$ cat src/rtl/lsu_handshake.sv
// lsu_handshake: load/store unit sitting between the MEM stage and a
// variable-latency data memory. One access at a time: the request is
// captured in IDLE, held on the memory port during WAIT, and reported
// with a one-cycle response pulse in RESP.
module lsu_handshake #(
    parameter int XLEN        = 32,
    parameter int ADDR_W      = 32,
    parameter int TIMEOUT_CYC = 255
) (
    input  logic                Clk,
    input  logic                Reset,
    input  logic                Req_valid_i,
    input  logic                Req_we_i,
    input  logic [1:0]          Req_size_i,
    input  logic                Req_unsigned_i,
    input  logic [ADDR_W-1:0]   Req_addr_i,
    input  logic [XLEN-1:0]     Req_wdata_i,
    input  logic [4:0]          Req_rd_i,
    output logic                Busy_o,
    output logic                Resp_valid_o,
    output logic                Resp_wb_we_o,
    output logic [4:0]          Resp_rd_o,
    output logic [XLEN-1:0]     Resp_data_o,
    output logic                Err_misalign_o,
    output logic                Err_timeout_o,
    output logic                Dmem_req_o,
    output logic                Dmem_we_o,
    output logic [XLEN/8-1:0]   Dmem_be_o,
    output logic [ADDR_W-1:0]   Dmem_addr_o,
    output logic [XLEN-1:0]     Dmem_wdata_o,
    input  logic                Dmem_ack_i,
    input  logic [XLEN-1:0]     Dmem_rdata_i
);

    localparam int NB     = XLEN / 8;
    localparam int LANE_W = $clog2(NB);
    // The counter only has to reach TIMEOUT_CYC-1, so clog2(TIMEOUT_CYC) bits suffice.
    localparam int CNT_W  = (TIMEOUT_CYC > 1) ? $clog2(TIMEOUT_CYC) : 1;
    localparam logic [CNT_W-1:0] TO_LAST = CNT_W'((TIMEOUT_CYC > 0) ? TIMEOUT_CYC - 1 : 0);

    typedef enum logic [1:0] {
        S_IDLE = 2'd0,
        S_WAIT = 2'd1,
        S_RESP = 2'd2
    } state_t;

    state_t              state_q, state_d;
    logic [CNT_W-1:0]    cnt_q, cnt_d;

    // Captured request fields, held for the whole access
    logic                we_q;
    logic [1:0]          size_q;
    logic                uns_q;
    logic [LANE_W-1:0]   lane_q;
    logic [ADDR_W-1:0]   addr_q;
    logic [NB-1:0]       be_q;
    logic [XLEN-1:0]     wdata_q;
    logic [4:0]          rd_q;

    // Registered response outputs (zero except in their pulse cycle)
    logic                resp_valid_q, resp_valid_d;
    logic                resp_wb_we_q, resp_wb_we_d;
    logic [4:0]          resp_rd_q, resp_rd_d;
    logic [XLEN-1:0]     resp_data_q, resp_data_d;
    logic                err_mis_q, err_mis_d;
    logic                err_to_q, err_to_d;

    logic                accept;
    logic [LANE_W-1:0]   req_lane;
    logic                misalign;
    logic [NB-1:0]       be_base;
    logic [NB-1:0]       req_be;
    logic [XLEN-1:0]     req_wdata;
    logic [XLEN-1:0]     rd_shift;
    logic [XLEN-1:0]     ext_mask;
    logic                ext_sign;
    logic [XLEN-1:0]     load_ext;

    // Decode the incoming request: alignment check, byte enables and lane-positioned store data
    always_comb begin
        req_lane = Req_addr_i[LANE_W-1:0];
        misalign = 1'b0;
        be_base  = '1;
        case (Req_size_i)
            2'd0: be_base = NB'(1);
            2'd1: begin
                be_base  = NB'(3);
                misalign = Req_addr_i[0];
            end
            2'd2: begin
                be_base  = NB'(15);
                misalign = |Req_addr_i[1:0];
            end
            default: begin
                be_base  = '1;
                misalign = (XLEN == 32) || (|Req_addr_i[2:0]);
            end
        endcase
        req_be    = be_base << req_lane;
        req_wdata = Req_wdata_i << {req_lane, 3'b000};
    end

    // Pull the addressed lane down to bit 0 and extend it to full width
    always_comb begin
        rd_shift = Dmem_rdata_i >> {lane_q, 3'b000};
        ext_mask = '1;
        ext_sign = rd_shift[XLEN-1];
        case (size_q)
            2'd0: begin
                ext_mask = XLEN'(8'hFF);
                ext_sign = rd_shift[7];
            end
            2'd1: begin
                ext_mask = XLEN'(16'hFFFF);
                ext_sign = rd_shift[15];
            end
            2'd2: begin
                ext_mask = XLEN'(32'hFFFF_FFFF);
                ext_sign = rd_shift[31];
            end
            default: begin
                ext_mask = '1;
                ext_sign = rd_shift[XLEN-1];
            end
        endcase
        load_ext = (rd_shift & ext_mask) | (~ext_mask & {XLEN{ext_sign & ~uns_q}});
    end

    // Next-state logic; an ack arriving on the expiry cycle takes priority over the timeout
    always_comb begin
        state_d      = state_q;
        cnt_d        = cnt_q;
        accept       = 1'b0;
        resp_valid_d = 1'b0;
        resp_wb_we_d = 1'b0;
        resp_rd_d    = 5'd0;
        resp_data_d  = '0;
        err_mis_d    = 1'b0;
        err_to_d     = 1'b0;
        case (state_q)
            S_IDLE: begin
                if (Req_valid_i) begin
                    if (misalign) begin
                        resp_valid_d = 1'b1;
                        err_mis_d    = 1'b1;
                        resp_rd_d    = Req_rd_i;
                    end else begin
                        accept  = 1'b1;
                        cnt_d   = '0;
                        state_d = S_WAIT;
                    end
                end
            end
            S_WAIT: begin
                if (Dmem_ack_i) begin
                    state_d      = S_RESP;
                    resp_valid_d = 1'b1;
                    resp_rd_d    = rd_q;
                    if (!we_q) begin
                        resp_wb_we_d = 1'b1;
                        resp_data_d  = load_ext;
                    end
                end else if ((TIMEOUT_CYC != 0) && (cnt_q == TO_LAST)) begin
                    state_d      = S_RESP;
                    resp_valid_d = 1'b1;
                    resp_rd_d    = rd_q;
                    err_to_d     = 1'b1;
                end else begin
                    cnt_d = cnt_q + CNT_W'(1);
                end
            end
            S_RESP: begin
                state_d = S_IDLE;
            end
            default: begin
                state_d = S_IDLE;
            end
        endcase
    end

    // State, timeout counter, captured request and response registers
    always_ff @(posedge Clk) begin
        if (Reset) begin
            state_q      <= S_IDLE;
            cnt_q        <= '0;
            we_q         <= 1'b0;
            size_q       <= 2'd0;
            uns_q        <= 1'b0;
            lane_q       <= '0;
            addr_q       <= '0;
            be_q         <= '0;
            wdata_q      <= '0;
            rd_q         <= 5'd0;
            resp_valid_q <= 1'b0;
            resp_wb_we_q <= 1'b0;
            resp_rd_q    <= 5'd0;
            resp_data_q  <= '0;
            err_mis_q    <= 1'b0;
            err_to_q     <= 1'b0;
        end else begin
            state_q      <= state_d;
            cnt_q        <= cnt_d;
            resp_valid_q <= resp_valid_d;
            resp_wb_we_q <= resp_wb_we_d;
            resp_rd_q    <= resp_rd_d;
            resp_data_q  <= resp_data_d;
            err_mis_q    <= err_mis_d;
            err_to_q     <= err_to_d;
            if (accept) begin
                we_q    <= Req_we_i;
                size_q  <= Req_size_i;
                uns_q   <= Req_unsigned_i;
                lane_q  <= req_lane;
                addr_q  <= {Req_addr_i[ADDR_W-1:LANE_W], {LANE_W{1'b0}}};
                be_q    <= req_be;
                wdata_q <= req_wdata;
                rd_q    <= Req_rd_i;
            end
        end
    end

    // Memory port is driven only while waiting, so it reads as zero in IDLE/RESP and after reset
    always_comb begin
        Dmem_req_o   = (state_q == S_WAIT);
        Dmem_we_o    = Dmem_req_o & we_q;
        Dmem_be_o    = Dmem_req_o ? be_q    : '0;
        Dmem_addr_o  = Dmem_req_o ? addr_q  : '0;
        Dmem_wdata_o = Dmem_req_o ? wdata_q : '0;
    end

    assign Busy_o         = (state_q != S_IDLE);
    assign Resp_valid_o   = resp_valid_q;
    assign Resp_wb_we_o   = resp_wb_we_q;
    assign Resp_rd_o      = resp_rd_q;
    assign Resp_data_o    = resp_data_q;
    assign Err_misalign_o = err_mis_q;
    assign Err_timeout_o  = err_to_q;

endmodule

$ cat config.mk
export PLATFORM = sky130hd
export DESIGN_NAME = lsu_handshake
export DESIGN_NICKNAME = d
export VERILOG_FILES = /design/src/rtl/lsu_handshake.sv
export SDC_FILE = /design/constraint.sdc
export NUM_CORES = 1
export LEC_CHECK = 0
export CAP_MARGIN = 20
export CORE_ASPECT_RATIO = 1.1
export CORE_MARGIN = 2
export CORE_UTILIZATION = 47
export DETAILED_ROUTE_END_ITERATION = 16
export GPL_TIMING_DRIVEN = 0
export HOLD_SLACK_MARGIN = 0.15
export PLACE_DENSITY = 0.9
export SYNTH_ARGS = -nofsm -noshare
export SYNTH_HDL_FRONTEND = slang
export SYNTH_SLANG_ARGS = --single-unit
$ cat constraint.sdc
create_clock -name Clk -period 4.05 [get_ports Clk]
set_clock_uncertainty 0.1 [all_clocks]
set_input_delay 0.81 -clock Clk [delete_from_list [all_inputs] [get_ports Clk]]
set_output_delay 0.81 -clock Clk [all_outputs]
set_load 0.01 [all_outputs]
Word-level counts from Yosys, hierarchy flattened
Index checks and enable logic that the tools add are counted.
- multiplexer cells: 31
- shift operators: 3
- add/sub/neg operators: 1
- reduce and logical (&&, ||, !) cells: 12
- equal/unequal tests: 10
- bitwise gates (word level): 10
- operators with widths (operator ; number):
    bitwise AND 32 bit ; 2
    two-way mux 32 bit ; 2
    one-hot mux 32 bit (2 select lines) ; 1
    two-way mux 8 bit ; 4
    inverter 32 bit ; 1
    bitwise OR 32 bit ; 1
    left shift 32 x 5 -> 32 bit ; 1
    right shift 32 x 5 -> 32 bit ; 1
    two-way mux 5 bit ; 4
    one-hot mux 8 bit (2 select lines) ; 1
    one-hot mux 5 bit (2 select lines) ; 1
    adder 8 x 1 -> 8 bit (second input constant) ; 1
    == test 8 bit (second input constant) ; 1
    two-way mux 1 bit ; 8
    two-way mux 2 bit ; 4
    != test 2 bit (second input constant) ; 4
    one-hot mux 4 bit (2 select lines) ; 1
    == test 2 x 1 -> 1 bit (second input constant) ; 3
    zero test 2 bit ; 3
    OR reduction 3 bit ; 2
    AND reduction 5 bit ; 1
    two-way mux 4 bit ; 1
    inverter 1 bit ; 4
    one-hot mux 1 bit (2 select lines) ; 2
    other kinds (10) ; 13
- input port bits: 109
- output and inout bits: 112
- register bits after elaboration: 128
- logic and storage cells: 83

Longest topological paths before layout
Gate-level depths: netlist (run 1).
- depth after elaboration: 5
- gate-level depth with buffers: 7
- mapped depth without buffers: 6

Worst setup path before layout (run 1)
Ideal clock, no wire load.
- kind: input-to-reg
- start point: in Req_size_i[0]
- end point: reg wdata_q[4]
- path buffers: 3
- slack: 1.729 ns
- library setup time: 0.117 ns
- data required time: 3.833 ns
- arrival time: 2.104 ns
- stages on the path: 7
- path through: clkbuf_1 a21oi_1 o21a_1 buf_2 nor2_2 buf_2 a22o_1
- cells in the longest elaborated chain, start to end: 5
- elaborated cells on any way between the ends: 7
- classes of those cells: 2 x eq/ne; 4 x mux; 1 x reduce/logical
- RTL lines (item ; line ; text):
    start: declaration ; 14 ; input logic [1:0] Req_size_i,
    == test 2 bit (tied with other cells) ; 84 ; case (Req_size_i)
    one-hot mux 1 bit (3 select lines) * ; 84 ;
    two-way mux 1 bit * ; 143 ; if (misalign) begin
    two-way mux 1 bit * ; 142 ; if (Req_valid_i) begin
    two-way mux 1 bit * ; 140 ; case (state_q)
    end signal: assignment ; 216 ; wdata_q <= req_wdata;
    end: declaration ; 57 ; logic [XLEN-1:0] wdata_q;
Mark *: on every way between the ends. The rest lies on a longest branch, timed or not.
A chain may end at the register's enable or synchronous reset.

Worst setup path after layout (run 1)
- start point: reg state_q[0]
- end point: out Dmem_wdata_o[17]
- cells in the longest elaborated chain, start to end: 2
- RTL lines (item ; line ; text):
    start: declaration ; 47 ; state_t state_q, state_d;
    start signal: assignment ; 201 ; state_q <= state_d;
    == test 2 x 1 -> 1 bit ; 224 ; Dmem_req_o = (state_q == S_WAIT);
    two-way mux 32 bit ; 228 ; Dmem_wdata_o = Dmem_req_o ? wdata_q : '0;
    end: declaration ; 30 ; output logic [XLEN-1:0] Dmem_wdata_o,
No other way between the ends.

==> impl_metrics.yaml, run 1 <==
logic_synthesis:
  postSynthAreaPerCell_um2: 8.613
  synth-xor-area-share_pct: 0.4615
  synthAdderAreaFrac_pct: 0.6154
  synth_area_um2: 5693
  synth_compound_area_share_pct: 16.75
  synthMuxAreaShare_pct: 9.516
  synthDistinctLibCells: 51
  synth-main-ff-cell: "dfxtp_1"
  synth_top_area_share_pct: 45.01
  synth-seq-cells: 128
  synthTopCellsByArea: "dfxtp_1 45%, mux2i_1 7.7%, and2_1 7.4%"
  postSynthCellCount: 661
  yosys_warnings: 0
  yosysTopAreaCell: "dfxtp_1"
  synth-edff-count: 0
  yosys.area_share.simple_pct: 22.95
  synthArstFlopShare_pct: 0
  ys_seq_area_share_pct: 45.01
  synth_top_family_by_area: "simple AND/OR/NAND/NOR gates"
floorplan:
  dieArea_um2: 13010
  die_x_um: 108.9
  initial_utilization_pct: 47.72
  io_pins: 221
  coreArea_um2: 11930
  rows: 42
  die_h_um: 119.4
critical_path:
  cp_max_fo: 10
  critPathLaunchType: "register"
  r2r_start: "lane_q[0]"
  worstReg2RegEnd: "Resp_data_o[28]"
  ff2ff_path_depth: 5
  arrival_ns: 2.88
  critical_path_class: "register to output pin"
  required_ns: 3.14
  crit_path_end_kind: "output pin"
  reg2reg_slack_ns: 1.81
routing:
  firstDrtPassIters: 4
  vias: 5697
  wl_per_cell_um: 17.73
  drt_iter0_markers: 302
  drc: 0
  drtAntennaViolNets: 0
  postRouteWirelength_um: 18820
  vias_per_cell: 5.364
timing:
  setup_viol: 0
  maxSlewHeadroom_pct: 51.76
  fmax_mhz: 264.2
  post-route-period-util_pct: 93.46
  finalCriticalPeriod_ns: 3.785
  tightest_slew_ns: 0.7235
  finalSetupTns_ns: 0
  rsz0062_at_grt: "no"
  hold_viol_final: 0
  slew_viol_final: 0
power_and_ir_drop:
  vdd_drop_max_mv: 0.2203
  pwr-share-clk_pct: 47.3
  p_int_mw: 2.521
  leakagePower_nw: 3.286
  total_power_mw: 3.365
  pwr_density_cell_nw_per_um2: 389.2
  power_switching_mw: 0.8439
  combPwrFrac_pct: 13.1
  seq_power_share_pct: 39.6
  switching_share_pct: 25.08
layout:
  antennaDiodeCount: 0
  area_delta_synth_final_pct: 51.89
  finalNetCount: 1006
  drive_gt1_share_pct: 7.819
placed_design:
  dpl.hpwl_um: 13820
  gp_congestion: 0.9407
  port_buffers: 214
clocking:
  cts-buffers-inserted: 17
  cts_tree: "built"
  insertion_delay_ns: 0.42
  post-cts-setup-buffers: 0
  clockBufferDepth: 2
  clk_pin_slew_ns: 0.06
  ctsRootBufferMaster: "clkbuf_16"
  clock-sinks: 128
  cts_hold_buffers: 0
  htreeDepth: 4
hold_path:
  worstHoldStart: "be_q[0]"
  hold_path.class: "register to register"
  hold_depth: 1
  min_to: "be_q[0]"
run:
  maxCapViolations: 0
global_routing:
  antenna_found_initial: 0
  grt_max_degree: 17
  grt_pass1_vias: 5702
  grt.total_usage_pct: 28.79
  grt_first_pass_wirelength_um: 28600
  overflow: 0
outcome:
  run_status: "completed"
[stage by stage]
stage	util [%]	setup slack, ns	cells	hold WS [ns]	area [um2]
after detailed placement	67.33	0.5284	1030	0.3339	8031
after CTS	72.47	0.07240	1062	0.3477	8645
after global routing	72.49	0.09201	1062	0.3646	8647
after global placement	67.33	0.5594	1030	0.3247	8031
final	72.49	0.2649	1062	0.3454	8647
after floorplan	-	1.729	662	0.3178	5697
[per-layer routing]
layer	up-vias	wire [um]	GRT usage, %
li1	2739	-	-
met1	2618	7106	31.25
met2	283	9443	49.96
met3	57	1548	8.648
met4	0	726	14.34
met5	-	0	0
[cells by family after synthesis]
group	count (synthesis)
xor gates and xnor gates	3
and+or+nand+nor	261
adders and majority gates	3
other	1
AOI/OAI and AO/OA	153
muxes	53
buffers and inverters	59
DFF	128
[worst max path at each step]
| stage | endpoint | slack [ns] | from | cells past startpoint |
|---|---|---|---|---|
| 2_1_floorplan | wdata_q[4] | 1.73 | Req_size_i[0] | 7 |
| 3_3_place_gp | Dmem_wdata_o[17] | 0.56 | state_q[0] | 5 |
| 3_5_place_dp | Dmem_wdata_o[17] | 0.53 | state_q[0] | 5 |
| 4_1_cts | Dmem_wdata_o[17] | 0.07 | state_q[0] | 5 |
| 5_1_grt | Dmem_wdata_o[21] | 0.09 | state_q[0] | 5 |
| 6_report | Dmem_wdata_o[17] | 0.26 | state_q[0] | 5 |
[power groups by stage]
stage / sequential (mW) / combinational, mW / clock, mW
finish: 1.33 / 0.441 / 1.59
global route: 1.34 / 0.472 / 1.65
CTS: 1.33 / 0.437 / 1.59
detailed placement: 1.36 / 0.433 / 0
global placement: 1.36 / 0.425 / 0
floorplan: 1.36 / 0.212 / 0
[cells in the mapped netlist, types with 2 or more instances]
cell type / instances
clkbuf_1: 31
nor4b_1: 2
o211ai_1: 2
a211o_1: 3
a21oi_1: 71
nor2b_1: 4
buf_6: 2
a311oi_1: 2
o2bb2ai_1: 9
nand2b_1: 4
a211oi_1: 15
o21ai_0: 19
mux2i_1: 44
nor3_1: 13
inv_1: 4
buf_4: 2
buf_1: 3
dfxtp_1: 128
and3_1: 2
nand2_1: 104
nand3_1: 3
a21o_1: 7
nor2_2: 2
nand4_1: 2
a22o_1: 13
mux2_2: 9
and2_1: 67
or2_2: 2
nand4b_1: 2
nor3b_1: 2
o22ai_1: 6
buf_2: 16
ha_1: 2
nor2_1: 37
or3_1: 3
xor2_1: 3
nand3b_1: 7
[flip-flops by register name (all words and copies together) (netlist names), 4 cells and up]
register and flops:
be_q 4, addr_q 30, rd_q 5, wdata_q 32, cnt_q 8, Resp_data_o 32, Resp_rd_o 5
[worst max-delay path, cell delays in order, from the launching register on]
cell,delay (ns)
dfxtp_1,0.41
nor2b_2,0.40
clkbuf_1,0.43
clkbuf_1,0.42
and2_1,0.19
clkdlybuf4s50_1,0.58
[cell type report]
cell class / count / area (um2)
buffer: 54 / 245.2
clock buffer: 19 / 452.9
clock inverter: 13 / 160.2
fill: 900 / 3282
inverter: 5 / 18.77
multi-input combinational: 475 / 2873
sequential: 128 / 2562
tap: 154 / 192.7
timing repair buffer: 214 / 2142
[placed cells by master, fill, tap and decap left out, types with 6 or more instances in the layout]
master,count
mux2i_1,44
a211oi_1,15
o21ai_0,19
clkbuf_16,17
nor2_1,37
nand2_1,104
a21oi_1,71
nand3b_1,7
clkbuf_1,31
a22o_1,13
dfxtp_1,128
buf_2,16
and2_1,67
nor3_1,13
a21o_1,7
o2bb2ai_1,9
mux2_2,9
o22ai_1,6
clkdlybuf4s50_1,214
[timing repair]
action,in CTS,in global routing
resized for setup,0,1
setup endpoints to repair,0,10
endpoints found under the hold margin,0,0
(Power assumes the default switching activity.)
==> run 2, diff against run 1 <==
- CORE_MARGIN: 2 -> default
==> run 2 against run 1 <==
Effect of this change:
- final cell count shrank 0.38%
- worst hold slack lost 0.0014 ns
- power grew 2.2%
- core utilization grew 2.1 points
- flip-flop and latch count is the same
- final area grew 0.39%
- critical endpoint is now Dmem_wdata_o[21]
- largest cell class unchanged
- highest routed layer unchanged
==> impl_metrics.yaml, run 2 (synthesized netlist as in run 1, its figures left out) <==
outcome:
  run_status: "completed"
floorplan:
  coreArea_um2: 11640
  initial_utilization_pct: 48.89
  io_pins: 221
  die_x_um: 106.9
  dieArea_um2: 12560
  die_h_um: 117.4
  rows: 41
placed_design:
  dp.cells: 1026
  gp_congestion: 0.9102
  port_buffers: 214
  dpl.hpwl_um: 13320
clocking:
  insertion_delay_ns: 0.41
  cts-buffers-inserted: 17
  clock-sinks: 128
  cts_resized: 0
  ctsRootBufferMaster: "clkbuf_16"
  post-cts-setup-buffers: 0
  cts_tree: "built"
  htreeDepth: 4
  clockBufferDepth: 2
  cts_hold_buffers: 0
  clk_pin_slew_ns: 0.06
routing:
  wl_per_cell_um: 17.20
  firstDrtPassIters: 5
  vias: 5726
  postRouteWirelength_um: 18200
  drc: 0
  drt_iter0_markers: 245
  vias_per_cell: 5.412
  drtAntennaViolNets: 0
power_and_ir_drop:
  seq_power_share_pct: 38.7
  switching_share_pct: 23.37
  p_int_mw: 2.636
  total_power_mw: 3.439
  pwr_density_cell_nw_per_um2: 396.2
  vdd_drop_max_mv: 0.2407
  leakagePower_nw: 3.314
  power_switching_mw: 0.8037
  pwr-share-clk_pct: 48.6
  combPwrFrac_pct: 12.7
global_routing:
  antenna_found_initial: 0
  grt.busiest_layer: "met2"
  overflow: 0
  grt_pass1_vias: 5612
  met1_usage_pct: 32.75
  grt_max_degree: 17
  grt.total_usage_pct: 29.27
  met2_usage_pct: 51.13
  gr-usage-met3_pct: 8.338
  grt_first_pass_wirelength_um: 28350
run:
  maxCapViolations: 0
timing:
  slew_viol_final: 0
  fmax_mhz: 264.2
  post-route-period-util_pct: 93.47
  tightest_slew_ns: 0.7658
  finalSetupTns_ns: 0
  finalCriticalPeriod_ns: 3.786
  rsz0062_at_grt: "no"
  maxSlewHeadroom_pct: 48.95
  hold_viol_final: 0
  setup_viol: 0
critical_path:
  arrival_ns: 2.88
  path_cells: "nor2b_2 > clkbuf_1 > clkbuf_1 > and2_1 > clkdlybuf4s50_1"
  slowest_delay_ns: 0.55
  cp_slowest_cell: "clkdlybuf4s50_1"
  critPathLaunchType: "register"
  critical_path_class: "register to output pin"
  required_ns: 3.14
  crit_path_end_kind: "output pin"
  cp_max_fo: 10
  crit_top_cell: "clkbuf_1"
  ff2ff_path_depth: 5
layout:
  finalNetCount: 1006
  antennaDiodeCount: 0
  final_util_pct: 74.55
  final_cell_mix: "214 x clkdlybuf4s50_1, 128 x dfxtp_1, 104 x nand2_1, 71 x a21oi_1, 67 x and2_1"
  area_delta_synth_final_pct: 52.48
  nFillCells: 850
  drive_gt1_share_pct: 7.599
  stdcell_count: 1058
  layout_commonest_cell: "clkdlybuf4s50_1"
hold_path:
  hold_path.class: "register to register"
  hold_depth: 1
==> run 2: changes by cell type in the layout (fill, tap and decap cells not counted), moves of 2 or more <==
cell        previous run  this run
inv_6                  2         0
clkinv_4               0         2
clkbuf_1              31        33
clkinvlp_4             5         1
clkbuf_8               2         5
clkinv_2               3         1
==> run 2: power by group through the flow <==
stage               Combinational [mW]  Clock [mW]  Sequential (mW)
global route                     0.470        1.74             1.34
detailed placement               0.429           0             1.36
floorplan                        0.212           0             1.36
global placement                 0.423           0             1.35
CTS                              0.435        1.68             1.33
finish                           0.437        1.67             1.33
==> run 2: critical path, delay by kind of cell, from the launching register on <==
family	cells	cell delay (ns)
buffers and inverters	3	1.41
flip-flops	1	0.41
AND/OR/NAND/NOR	2	0.64
==> run 2: through the flow <==
step                      cell area (um2)  setup slack [ns]  hold slack (ns)
final                                8681            0.2644           0.3440
after global routing                 8681            0.1681           0.3637
after CTS                            8678           0.09270           0.3490
after detailed placement             8026            0.5532           0.3321
after global placement               8026            0.5604           0.3255
after floorplan                      5697             1.729           0.3178
==> run 2: cell type report <==
type                            count  area, um2  area share (%)
Tap cell                          150      187.7           2.162
Buffer                             54      245.2           2.825
Sequential cell                   128       2562           29.52
Clock buffer                       24      501.7           5.780
Timing Repair Buffer              214       2142           24.68
Clock inverter                      8      150.1           1.730
Multi-Input combinational cell    475       2873           33.09
Inverter                            5      18.77          0.2162
==> run 2: metal layers <==
layer	vias up	wire length, um
met5	-	0
met4	0	488
met3	39	1595
met2	294	9015
met1	2657	7096
li1	2736	-
==> run 2: worst paths after layout <==
path	from	slack (ns)	endpoint
hold reg to reg	wdata_q[29]	0.34	wdata_q[29]
hold / removal	wdata_q[29]	0.34	wdata_q[29]
setup / recovery	state_q[0]	0.26	Dmem_wdata_o[21]
setup reg to reg	lane_q[0]	1.78	Resp_data_o[20]
==> run 3, diff against run 2 <==
- PLACE_DENSITY: 0.9 -> 0.89
==> run 3 against run 2 <==
Effect of this change:
- power fell by 5.5%
- critical path type unchanged
- combinational power barely moved
- wire length fell by 1.7%
==> impl_metrics.yaml, run 3 (synthesized netlist as in run 1, its figures left out) <==
clocking:
  cts_hold_buffers: 0
  insertion_delay_ns: 0.40
  ctsRootBufferMaster: "clkbuf_16"
  clk_pin_slew_ns: 0.05
  clock-sinks: 128
  cts-buffers-inserted: 17
  cts_tree: "built"
  clockBufferDepth: 2
  htreeDepth: 4
global_routing:
  grt_first_pass_wirelength_um: 28350
  grt.total_usage_pct: 29.14
  antenna_found_initial: 0
  overflow: 0
  grt_max_degree: 17
  grt_pass1_vias: 5580
timing:
  hold_viol_final: 0
  rsz0062_at_grt: "no"
  setup_viol: 0
  maxSlewHeadroom_pct: 49.86
  fmax_mhz: 260.2
  slew_viol_final: 0
  setup_slack_ns: 0.2066
  finalSetupTns_ns: 0
  finalCriticalPeriod_ns: 3.843
  tightest_slew_ns: 0.7521
  post-route-period-util_pct: 94.90
critical_path:
  crit_path_end_kind: "output pin"
  worstReg2RegEnd: "wdata_q[22]"
  crit_top_cell: "clkbuf_1"
  slowest_delay_ns: 0.58
  crit_buf_inv: 3
  required_ns: 3.14
  cp_max_fo: 10
  critical_path_class: "register to output pin"
  cp_slowest_cell: "clkdlybuf4s50_1"
  cp_top_family: "buffers and inverters"
  ff2ff_path_depth: 5
  path_cells: "nor2b_2 > clkbuf_1 > clkbuf_1 > and2_1 > clkdlybuf4s50_1"
  reg2reg_slack_ns: 1.79
  r2r_start: "state_q[1]"
  arrival_ns: 2.93
  critPathLaunchType: "register"
layout:
  area_delta_synth_final_pct: 51.05
  finalNetCount: 1006
  drive_gt1_share_pct: 7.293
  final_cell_mix: "214 x clkdlybuf4s50_1, 128 x dfxtp_1, 104 x nand2_1, 71 x a21oi_1, 67 x and2_1"
  nFillCells: 869
  layout_commonest_cell: "clkdlybuf4s50_1"
  antennaDiodeCount: 0
  stdcell_count: 1055
routing:
  wl_per_cell_um: 16.96
  vias_per_cell: 5.357
  postRouteWirelength_um: 17890
  drt_iter0_markers: 273
  drtAntennaViolNets: 0
  vias: 5652
  firstDrtPassIters: 5
  drc: 0
floorplan:
  die_h_um: 117.4
  rows: 41
  die_x_um: 106.9
  coreArea_um2: 11640
  initial_utilization_pct: 48.89
  dieArea_um2: 12560
  io_pins: 221
placed_design:
  dp.cells: 1026
  pre_cts_slack_ns: 0.4548
  dpl.hpwl_um: 13110
  gp_congestion: 0.8759
  port_buffers: 214
hold_path:
  hold_depth: 2
  min_to: "addr_q[28]"
  worstHoldStart: "addr_q[28]"
  hold_path.class: "register to register"
power_and_ir_drop:
  pwr_density_cell_nw_per_um2: 378.1
  total_power_mw: 3.251
  leakagePower_nw: 3.279
  vdd_drop_max_mv: 0.2031
outcome:
  run_status: "completed"
run:
  maxCapViolations: 0
[run 3: changes by cell type in the layout (fill, tap and decap cells not counted), sizes merged]
cell	delta
clkbuf	-1
bufinv	-2
[run 3: area by class of cell]
class / instances / area [um2] / share of cell area (%)
Sequential cell: 128 / 2562 / 29.80
Clock inverter: 6 / 82.58 / 0.9603
Multi-Input combinational cell: 475 / 2873 / 33.41
Buffer: 54 / 245.2 / 2.852
Timing Repair Buffer: 214 / 2142 / 24.91
Tap cell: 150 / 187.7 / 2.182
Inverter: 5 / 18.77 / 0.2182
Clock buffer: 23 / 488.0 / 5.674
[run 3: worst max path at each step]
stage / from / endpoint / cells past startpoint / slack (ns)
global route: state_q[0] / Dmem_wdata_o[17] / 5 / 0.03
floorplan: Req_size_i[0] / wdata_q[4] / 7 / 1.73
global placement: state_q[0] / Dmem_wdata_o[17] / 5 / 0.41
finish: state_q[0] / Dmem_wdata_o[17] / 5 / 0.21
detailed placement: state_q[0] / Dmem_wdata_o[17] / 5 / 0.45
CTS: state_q[0] / Dmem_wdata_o[17] / 5 / 0.19
[run 3: routing by layer]
metal,up-vias,part of all wire [%],global-route usage (%)
li1,2736,-,-
met1,2599,39,32.79
met2,274,50,50.97
met3,43,8.5,8.783
met4,0,2.8,11.13
met5,-,0,0
[run 3: stage by stage]
stage,utilization [%],instance area [um2],hold WS (ns)
after detailed placement,68.93,8026,0.3404
after CTS,73.85,8600,0.3494
after global routing,73.85,8600,0.3637
after floorplan,-,5697,0.3178
final,73.85,8600,0.3473
after global placement,68.93,8026,0.3259
[run 3: worst register-to-register path: cells and delay by family, from the launching register on]
family | cells | cell delay, ns
compound gates | 2 | 0.70
buf+inv | 1 | 0.32
flops | 1 | 0.36
simple gates | 2 | 0.66
[run 3: power by group]
part           switching, mW  internal [mW]  total (mW)
sequential            0.0222           1.31        1.33
clock                  0.526          0.958        1.48
combinational          0.223          0.213       0.436
[run 3: what timing repair did]
item	in CTS	in global routing
setup buffers	0	0
endpoints found under the setup margin	1	0
resized for setup	1	0
